[src/rtl/iter_calc_pkg.sv]
// ============================================================================
// Module : iter_calc_pkg
// Brief  : Shared state encodings and helpers for iterative arithmetic blocks.
// Rev    : 1.0  initial release
// ============================================================================
`default_nettype none

package iter_calc_pkg;

    // Widest operand the helpers below can handle.
    localparam int MAX_W = 64;

    typedef enum logic [1:0] {
        S_IDLE = 2'd0,
        S_CALC = 2'd1,
        S_FIN  = 2'd2
    } calc_state_t;

    function automatic logic [MAX_W-1:0] width_mask(input int w);
        return (w >= MAX_W) ? {MAX_W{1'b1}} : ((MAX_W'(1) << w) - MAX_W'(1));
    endfunction

    // Magnitude of a w-bit value; the most negative value maps to 2^(w-1).
    function automatic logic [MAX_W-1:0] abs_w(input logic [MAX_W-1:0] v,
                                               input int w, input logic sgn);
        if (sgn && (|(v & (MAX_W'(1) << (w - 1)))))
            return (~v + MAX_W'(1)) & width_mask(w);
        else
            return v & width_mask(w);
    endfunction

    function automatic logic [MAX_W-1:0] sat_bound(input int w, input logic sgn,
                                                   input logic hi);
        if (hi)
            return sgn ? ((MAX_W'(1) << (w - 1)) - MAX_W'(1)) : width_mask(w);
        else
            return sgn ? (MAX_W'(1) << (w - 1)) : {MAX_W{1'b0}};
    endfunction

endpackage

`default_nettype wire

[src/rtl/iter_linear_calc_sa.sv]
// ============================================================================
// Module : iter_linear_calc_sa
// Brief  : y = m*x + b via early-terminating shift-add, optional signed mode,
//          overflow flag with saturate or wrap.
// Rev    : 1.0  initial release
// ============================================================================
`default_nettype none

module iter_linear_calc_sa
    import iter_calc_pkg::*;
#(
    parameter int W        = 32,
    parameter int SIGNED   = 0,
    parameter int SATURATE = 1
) (
    input  logic         clk,
    input  logic         rst,
    input  logic         start,
    input  logic [W-1:0] m,
    input  logic [W-1:0] x,
    input  logic [W-1:0] b,
    output logic         busy,
    output logic [W-1:0] y,
    output logic         valid,
    output logic         ovf
);

    localparam int   RW  = 2 * W + 2;
    localparam logic SGN = (SIGNED != 0);
    localparam logic SAT = (SATURATE != 0);

    calc_state_t      state_q;
    logic [W-1:0]     b_q;
    logic [W-1:0]     mplier_q;
    logic [2*W-1:0]   mcand_q;
    logic [2*W-1:0]   acc_q;
    logic             neg_q;
    logic             busy_q;
    logic             valid_q;
    logic             ovf_q;
    logic [W-1:0]     y_q;

    logic [W-1:0]     m_abs;
    logic [W-1:0]     x_abs;
    logic             neg_d;
    logic [2*W-1:0]   acc_d;
    logic [RW-1:0]    acc_ext;
    logic [RW-1:0]    prod;
    logic [RW-1:0]    b_ext;
    logic [RW-1:0]    res;
    logic             ovf_d;
    logic [W-1:0]     y_d;

    assign m_abs = W'(abs_w(MAX_W'(m), W, SGN));
    assign x_abs = W'(abs_w(MAX_W'(x), W, SGN));
    assign neg_d = SGN && (m[W-1] ^ x[W-1]);
    assign acc_d = mplier_q[0] ? (acc_q + mcand_q) : acc_q;

    // Result path is wide enough that neither -|m*x| nor adding b can wrap.
    assign acc_ext = {2'b00, acc_q};
    assign prod    = neg_q ? (~acc_ext + RW'(1)) : acc_ext;
    assign b_ext   = SGN ? {{(W + 2){b_q[W-1]}}, b_q} : {{(W + 2){1'b0}}, b_q};
    assign res     = prod + b_ext;

    always_comb begin
        if (SGN)
            ovf_d = !((&res[RW-1:W-1]) || !(|res[RW-1:W-1]));
        else
            ovf_d = |res[RW-1:W];
        y_d = res[W-1:0];
        if (ovf_d && SAT)
            y_d = (SGN && res[RW-1]) ? W'(sat_bound(W, SGN, 1'b0))
                                     : W'(sat_bound(W, SGN, 1'b1));
    end

    always_ff @(posedge clk) begin
        if (rst) begin
            state_q  <= S_IDLE;
            b_q      <= '0;
            mplier_q <= '0;
            mcand_q  <= '0;
            acc_q    <= '0;
            neg_q    <= 1'b0;
            busy_q   <= 1'b0;
            valid_q  <= 1'b0;
            ovf_q    <= 1'b0;
            y_q      <= '0;
        end else begin
            valid_q <= 1'b0;
            case (state_q)
                S_IDLE: begin
                    if (start) begin
                        b_q      <= b;
                        mcand_q  <= {{W{1'b0}}, m_abs};
                        mplier_q <= x_abs;
                        neg_q    <= neg_d;
                        acc_q    <= '0;
                        busy_q   <= 1'b1;
                        state_q  <= S_CALC;
                    end
                end
                S_CALC: begin
                    acc_q    <= acc_d;
                    mcand_q  <= mcand_q << 1;
                    mplier_q <= mplier_q >> 1;
                    // Stop once no set multiplier bits remain after this shift.
                    if (mplier_q[W-1:1] == '0)
                        state_q <= S_FIN;
                end
                S_FIN: begin
                    y_q     <= y_d;
                    ovf_q   <= ovf_d;
                    valid_q <= 1'b1;
                    busy_q  <= 1'b0;
                    state_q <= S_IDLE;
                end
                default: state_q <= S_IDLE;
            endcase
        end
    end

    assign busy  = busy_q;
    assign y     = y_q;
    assign valid = valid_q;
    assign ovf   = ovf_q;

endmodule

`default_nettype wire
[config.mk]
export PLATFORM = sky130hd
export DESIGN_NAME = iter_linear_calc_sa
export DESIGN_NICKNAME = d
export VERILOG_FILES = /design/src/rtl/iter_calc_pkg.sv /design/src/rtl/iter_linear_calc_sa.sv
export SDC_FILE = /design/constraint.sdc
export NUM_CORES = 1
export LEC_CHECK = 0
export ABC_AREA = 1
export BUFFER_PORTS_ARGS = -buffer_cell sky130_fd_sc_hd__buf_2
export CAP_MARGIN = 5
export CORE_MARGIN = 2
export CORE_UTILIZATION = 35
export CTS_CLUSTER_SIZE = 40
export DETAILED_ROUTE_END_ITERATION = 10
export PLACE_DENSITY = 0.53
export SETUP_SLACK_MARGIN = 0.4
export SLEW_MARGIN = 20
export SYNTH_ARGS = -nofsm -noshare
export SYNTH_HDL_FRONTEND = slang
export SYNTH_SLANG_ARGS = --single-unit
[constraint.sdc]
create_clock -name clk -period 3.5 [get_ports clk]
set_clock_uncertainty 0.15 [all_clocks]
set_input_delay 0.175 -clock clk [delete_from_list [all_inputs] [get_ports clk]]
set_output_delay 0.175 -clock clk [all_outputs]
set_load 0.01 [all_outputs]
---- After elaboration in Yosys (flattened, before gate mapping) ----
Index checks and enable logic that the tools add are counted.
word-level totals
  flip-flop bits (word level) ............. 229
  input port bits ......................... 99
  output and inout bits ................... 35
  logic and storage cells ................. 40
operators by class
  $add $sub $neg .......................... 2
  equal/unequal tests ..................... 5
  muxes and demuxes ....................... 14
  reductions and logical operators ........ 10
operator list
  operator                                              number
  case mux 64 bit (2 select lines)                      2
  two-way mux 64 bit                                    3
  adder 64 x 32 -> 65 bit                               1
  adder 64 bit                                          1
  two-way mux 32 bit                                    2
  case mux 32 bit (2 select lines)                      1
  OR reduction 34 bit                                   1
  logical NOT 31 bit                                    1
  AND reduction 2 bit                                   4
  inequality test 2 bit (second input constant)         3
  two-way mux 2 bit                                     2
  case mux 2 bit (2 select lines)                       1
  nonzero test 2 bit                                    2
  AND reduction 3 bit                                   1
  equality test 2 x 1 -> 1 bit (second input constant)  1
  equality test 2 bit (second input constant)           1
  logical NOT 2 bit                                     1
  two-way mux 1 bit                                     2
  case mux 1 bit (2 select lines)                       1

---- Depth between registers and ports, before layout ----
  depth after elaboration ................. 3
  depth in mapped cells ................... 21

---- Worst setup path before layout ----
Ideal clock, no wire load.
  path type ............................... reg2reg
  start ................................... register b_q[0]
  end ..................................... register y_q[22] (netlist: y[22])
  library setup time ...................... 0.119 ns
  arrival time ............................ 2.404 ns
  setup slack ............................. 0.826 ns
  stages on the path, launching flop included .. 20
  path buffers ............................ 1
  clock period less this slack ............ 2.674 ns
  path through ............................ dfxtp_1 > ha_1 > fa_1 > nand3_1 > nand3_2 > nand2_1 > nand2_1 > nand2_1 > nand2_1 > nand2_1 > nand2_2 > nand2_1 > nand3_1 > nor2_1 > nand2_1 > nor2_1 > nand3_1 > nor2_4 > buf_6 > a21oi_1
between the ends
  longest elaborated chain between the ends .. 3
RTL lines
  what                         line                        text
  start, declared              iter_linear_calc_sa.sv:33   logic [W-1:0] b_q;
  start signal, assigned       iter_linear_calc_sa.sv:79   b_q <= '0;
  start signal, assigned       iter_linear_calc_sa.sv:93   b_q <= b;
  adder 64 x 32 -> 65 bit (*)  iter_linear_calc_sa.sv:63   assign res = prod + b_ext;
  OR reduction 34 bit          iter_linear_calc_sa.sv:69   ovf_d = |res[RW-1:W];
  two-way mux 32 bit (*)       iter_linear_calc_sa.sv:71   if (ovf_d && SAT)
  end signal, assigned         iter_linear_calc_sa.sv:111  y_q <= y_d;
  end, declared                iter_linear_calc_sa.sv:41   logic [W-1:0] y_q;
Mark *: on every way between the ends. The rest lies on a longest branch, timed or not.
A chain may end at the register's enable or synchronous reset.

---- Final worst setup path ----
  start ................................... register acc_q[34]
  end ..................................... register acc_q[57]
between the ends
  longest elaborated chain between the ends .. 3
RTL lines
  what                              line                        text
  start, declared                   iter_linear_calc_sa.sv:36   logic [2*W-1:0] acc_q;
  start signal, assigned            iter_linear_calc_sa.sv:82   acc_q <= '0;
  start signal, assigned            iter_linear_calc_sa.sv:97   acc_q <= '0;
  start signal, assigned            iter_linear_calc_sa.sv:103  acc_q <= acc_d;
  adder 64 bit                      iter_linear_calc_sa.sv:57   assign acc_d = mplier_q[0] ? (acc_q + mcand_q) : acc_q;
  two-way mux 64 bit                iter_linear_calc_sa.sv:57
  case mux 64 bit (2 select lines)  iter_linear_calc_sa.sv:90   case (state_q)
No other way between the ends. The select of a mux whose other input is x is not followed.

==> qor.txt <==
clock buffer depth = 3
vias in the first global route = 18.4k
min-delay worst type = primary input to flip-flop
R2R depth = 10
core area = 0.0475 mm²
Pwr Density = 339 mW/mm²
critical path capture point type = flip-flop
Final #Nets = 3,224
Initial Utilization = 0.353
CTS tree = yes
H-tree Lvls = 1
RSZ-0062 raised after global routing = true
height of the die = 223 µm
switching power = 1.99 mW
Yosys reg bits = 229
crit path kind = flip-flop to flip-flop
Worst-path clk slew = 0.07 ns
Worst R2R End = acc_q[57]
clock root buffer = clkbuf_16
Sequential cell area = 0.00463 mm²
final setup vio count = 0
Slew Viols, Final = 0
initial DRC count = 1,254
final global-route overflow total = 0
Syn Nets = 2,995
register area share after synthesis = 0.273
Die X = 223 µm
GRT Total Usage = 0.262
Netlist cell types = 41
placed insts = 3,502
post-layout min period = 2.95 ns
TritonRoute pass-1 iters = 5
num rows = 80
final std cells w/o fill = 3,665
Die Area = 0.0497 mm²
Worst EP arrival = 3.24 ns
first-pass GRT wire length = 103,000 µm
area of the multi-input gates = 0.0113 mm²
Clock Sinks = 229
status = finished, final reports clean
hold endpoint = mplier_q[31]
Final Hold Fails = 0
sequential power share = 0.396
startpoint types = flip-flop
Post-DRT Antenna Nets = 0
Buffers on Ports = 133
Avg Inst Size Synth = 6.00 µm²
fill count = 4,973
Routed WL per cell = 18.3 µm
Pint = 5.22 mW
CP required = 3.79 ns
antenna cell count = 0
crit-path max FO = 7
largest area contributor in the netlist = dfxtp_1
worst r2r src = acc_q[34]
DR vias = 19.1k
combinational share of power = 0.134
TNS Setup = 0 ns
fmax = 0.339 GHz
Yosys Warn Count = 0
initial antenna violation count = 0
Cell Area, Synth = 0.0168 mm²
WL final = 67,000 µm
Lkg Pwr = 9.40 nW
largest net degree at the start of global routing = 80
Worst-Margin Slew = 0.859 ns
Hold Path Origin = start
Switching Share = 0.276
Hold Path Depth = 7
DRC errors left = 0
GPL Wtd Cong = 0.985
ratio of cells with drive above 1 in the final layout = 0.145
Clock power frac = 0.469
Syn-to-layout area delta = 27.0%
hold slack = 0.0573 ns
clock latency on the worst-skew pair = 0.59 ns
Peak VDD IR = 0.000369 V
total design power = 7.22 mW
Via-to-Cell Ratio = 5.21
max-cap violations = 0
top area cells in the synthesized netlist = dfxtp_1 (27%), nand2_1 (18%), inv_1 (8.5%), ha_1 (7.1%), nor2_1 (6.9%)
CTS buffer count = 28
Synth top area share = 0.273
post-synthesis instance total = 2,799
hpwl dp = 51,300 µm
I/O pins = 134
Final Cycle Share = 0.843
slew margin rel. = 0.428
R2R setup slack = 0.55 ns
-- logic make-up after synthesis --
group | share of synthesized area
XOR/XNOR | 0.0162
AND/OR/NAND/NOR | 0.344
flip-flops | 0.273
buffers and inverters | 0.106
AO/OA/AOI/OAI | 0.187
adder cells (fa/ha/maj) | 0.0732
-- cell usage in the layout, fill, tap and decap left out, types with 43 or more instances in the layout --
master,synthesis,routed
a21oi_1,210,202
a31oi_1,74,74
buf_2,1,133
buf_4,0,43
dfxtp_1,229,197
dlygate4sd3_1,0,97
ha_1,95,64
inv_1,380,377
nand2_1,816,784
nand3_1,160,147
nor2_1,309,269
o21ai_0,213,206
-- layer usage --
metal  global-route usage  vias up  routed length, µm
met3               0.0261       87               3660
met2                0.436      580              30200
met1                0.358     8846              31000
met5                    0        -                  0
li1                     -     9598                  -
met4               0.0788        0               2140
-- synth_stat cells --
cell type,n
a211oi_1,1
a21boi_0,4
a21o_1,12
a21oi_1,210
a221oi_1,4
a31oi_1,74
and2_1,1
and3_1,3
buf_2,1
buf_6,3
clkbuf_1,78
clkinv_1,3
dfxtp_1,229
fa_1,2
ha_1,95
inv_1,380
inv_2,1
nand2_1,816
nand2_2,1
nand3_1,160
nand3_2,1
nand3b_1,18
nand4_1,30
nor2_1,309
nor2_2,4
nor2_4,2
nor3_1,25
nor4_1,9
nor4b_1,1
o2111ai_1,2
o211ai_1,1
o21a_1,8
o21ai_0,213
o21ai_2,1
o21bai_1,9
o22ai_1,16
o311ai_0,1
o32ai_1,15
or2_2,25
xnor2_1,27
xor2_1,4
-- state kept, by name, summed over array words and instances, names as in the netlist --
signal    flops
mplier_q     32
ovf           1
mcand_q      64
y            32
busy          1
b_q          32
valid         1
state_q       2
acc_q        64
-- metrics by stage --
stage	setup slack [ns]	area, µm²	utilization
after floorplan	0.826	16800	-
after global placement	0.292	18200	0.384
after detailed placement	0.266	18200	0.384
after CTS	0.403	20600	0.432
after global routing	0.385	21300	0.448
final	0.549	21300	0.448
-- final cells by class --
cell class | count | share of cell area
clock buffers | 33 | 0.0361
clock inverters | 19 | 0.0145
inverters | 384 | 0.0679
multi-input cells | 2104 | 0.529
flip-flops and latches | 229 | 0.217
well taps | 615 | 0.0361
repair buffers | 281 | 0.0992
-- power by group through the flow --
stage	clock, mW	sequential, mW	combinational, mW
floorplan	0	2.85	0.554
detailed placement	0	2.89	0.822
global route	3.54	2.87	1.07
CTS	3.45	2.84	0.919
global placement	0	2.89	0.817
finish	3.39	2.86	0.970
-- timing repair --
action,in CTS,in global routing
pin swaps,5,21
setup endpoints to repair,34,60
gates cloned,1,1
resized for setup,58,163
buffers inserted,3,9
endpoints found under the hold margin,108,0
hold buffers,97,0
-- critical path, stage by stage, from the launching register on --
cell	delay, ns
dfxtp_2	0.47
ha_1	0.35
a21oi_1	0.26
o21ai_0	0.15
nand2_1	0.10
nand2_1	0.06
a31oi_1	0.32
nand3_2	0.31
a21o_1	0.26
o21ai_0	0.26
a21oi_1	0.11
-- worst max path at each step --
stage               startpoint        end  slack (ns)  cells past startpoint
global route          acc_q[4]      y[18]        0.38                     22
CTS                  acc_q[31]      y[31]        0.40                     17
global placement     acc_q[10]      y[13]        0.29                     15
detailed placement   acc_q[10]      y[13]        0.27                     15
finish               acc_q[34]  acc_q[57]        0.55                     10
floorplan               b_q[0]      y[22]        0.83                     19
Power figures use the tool's default switching activity.
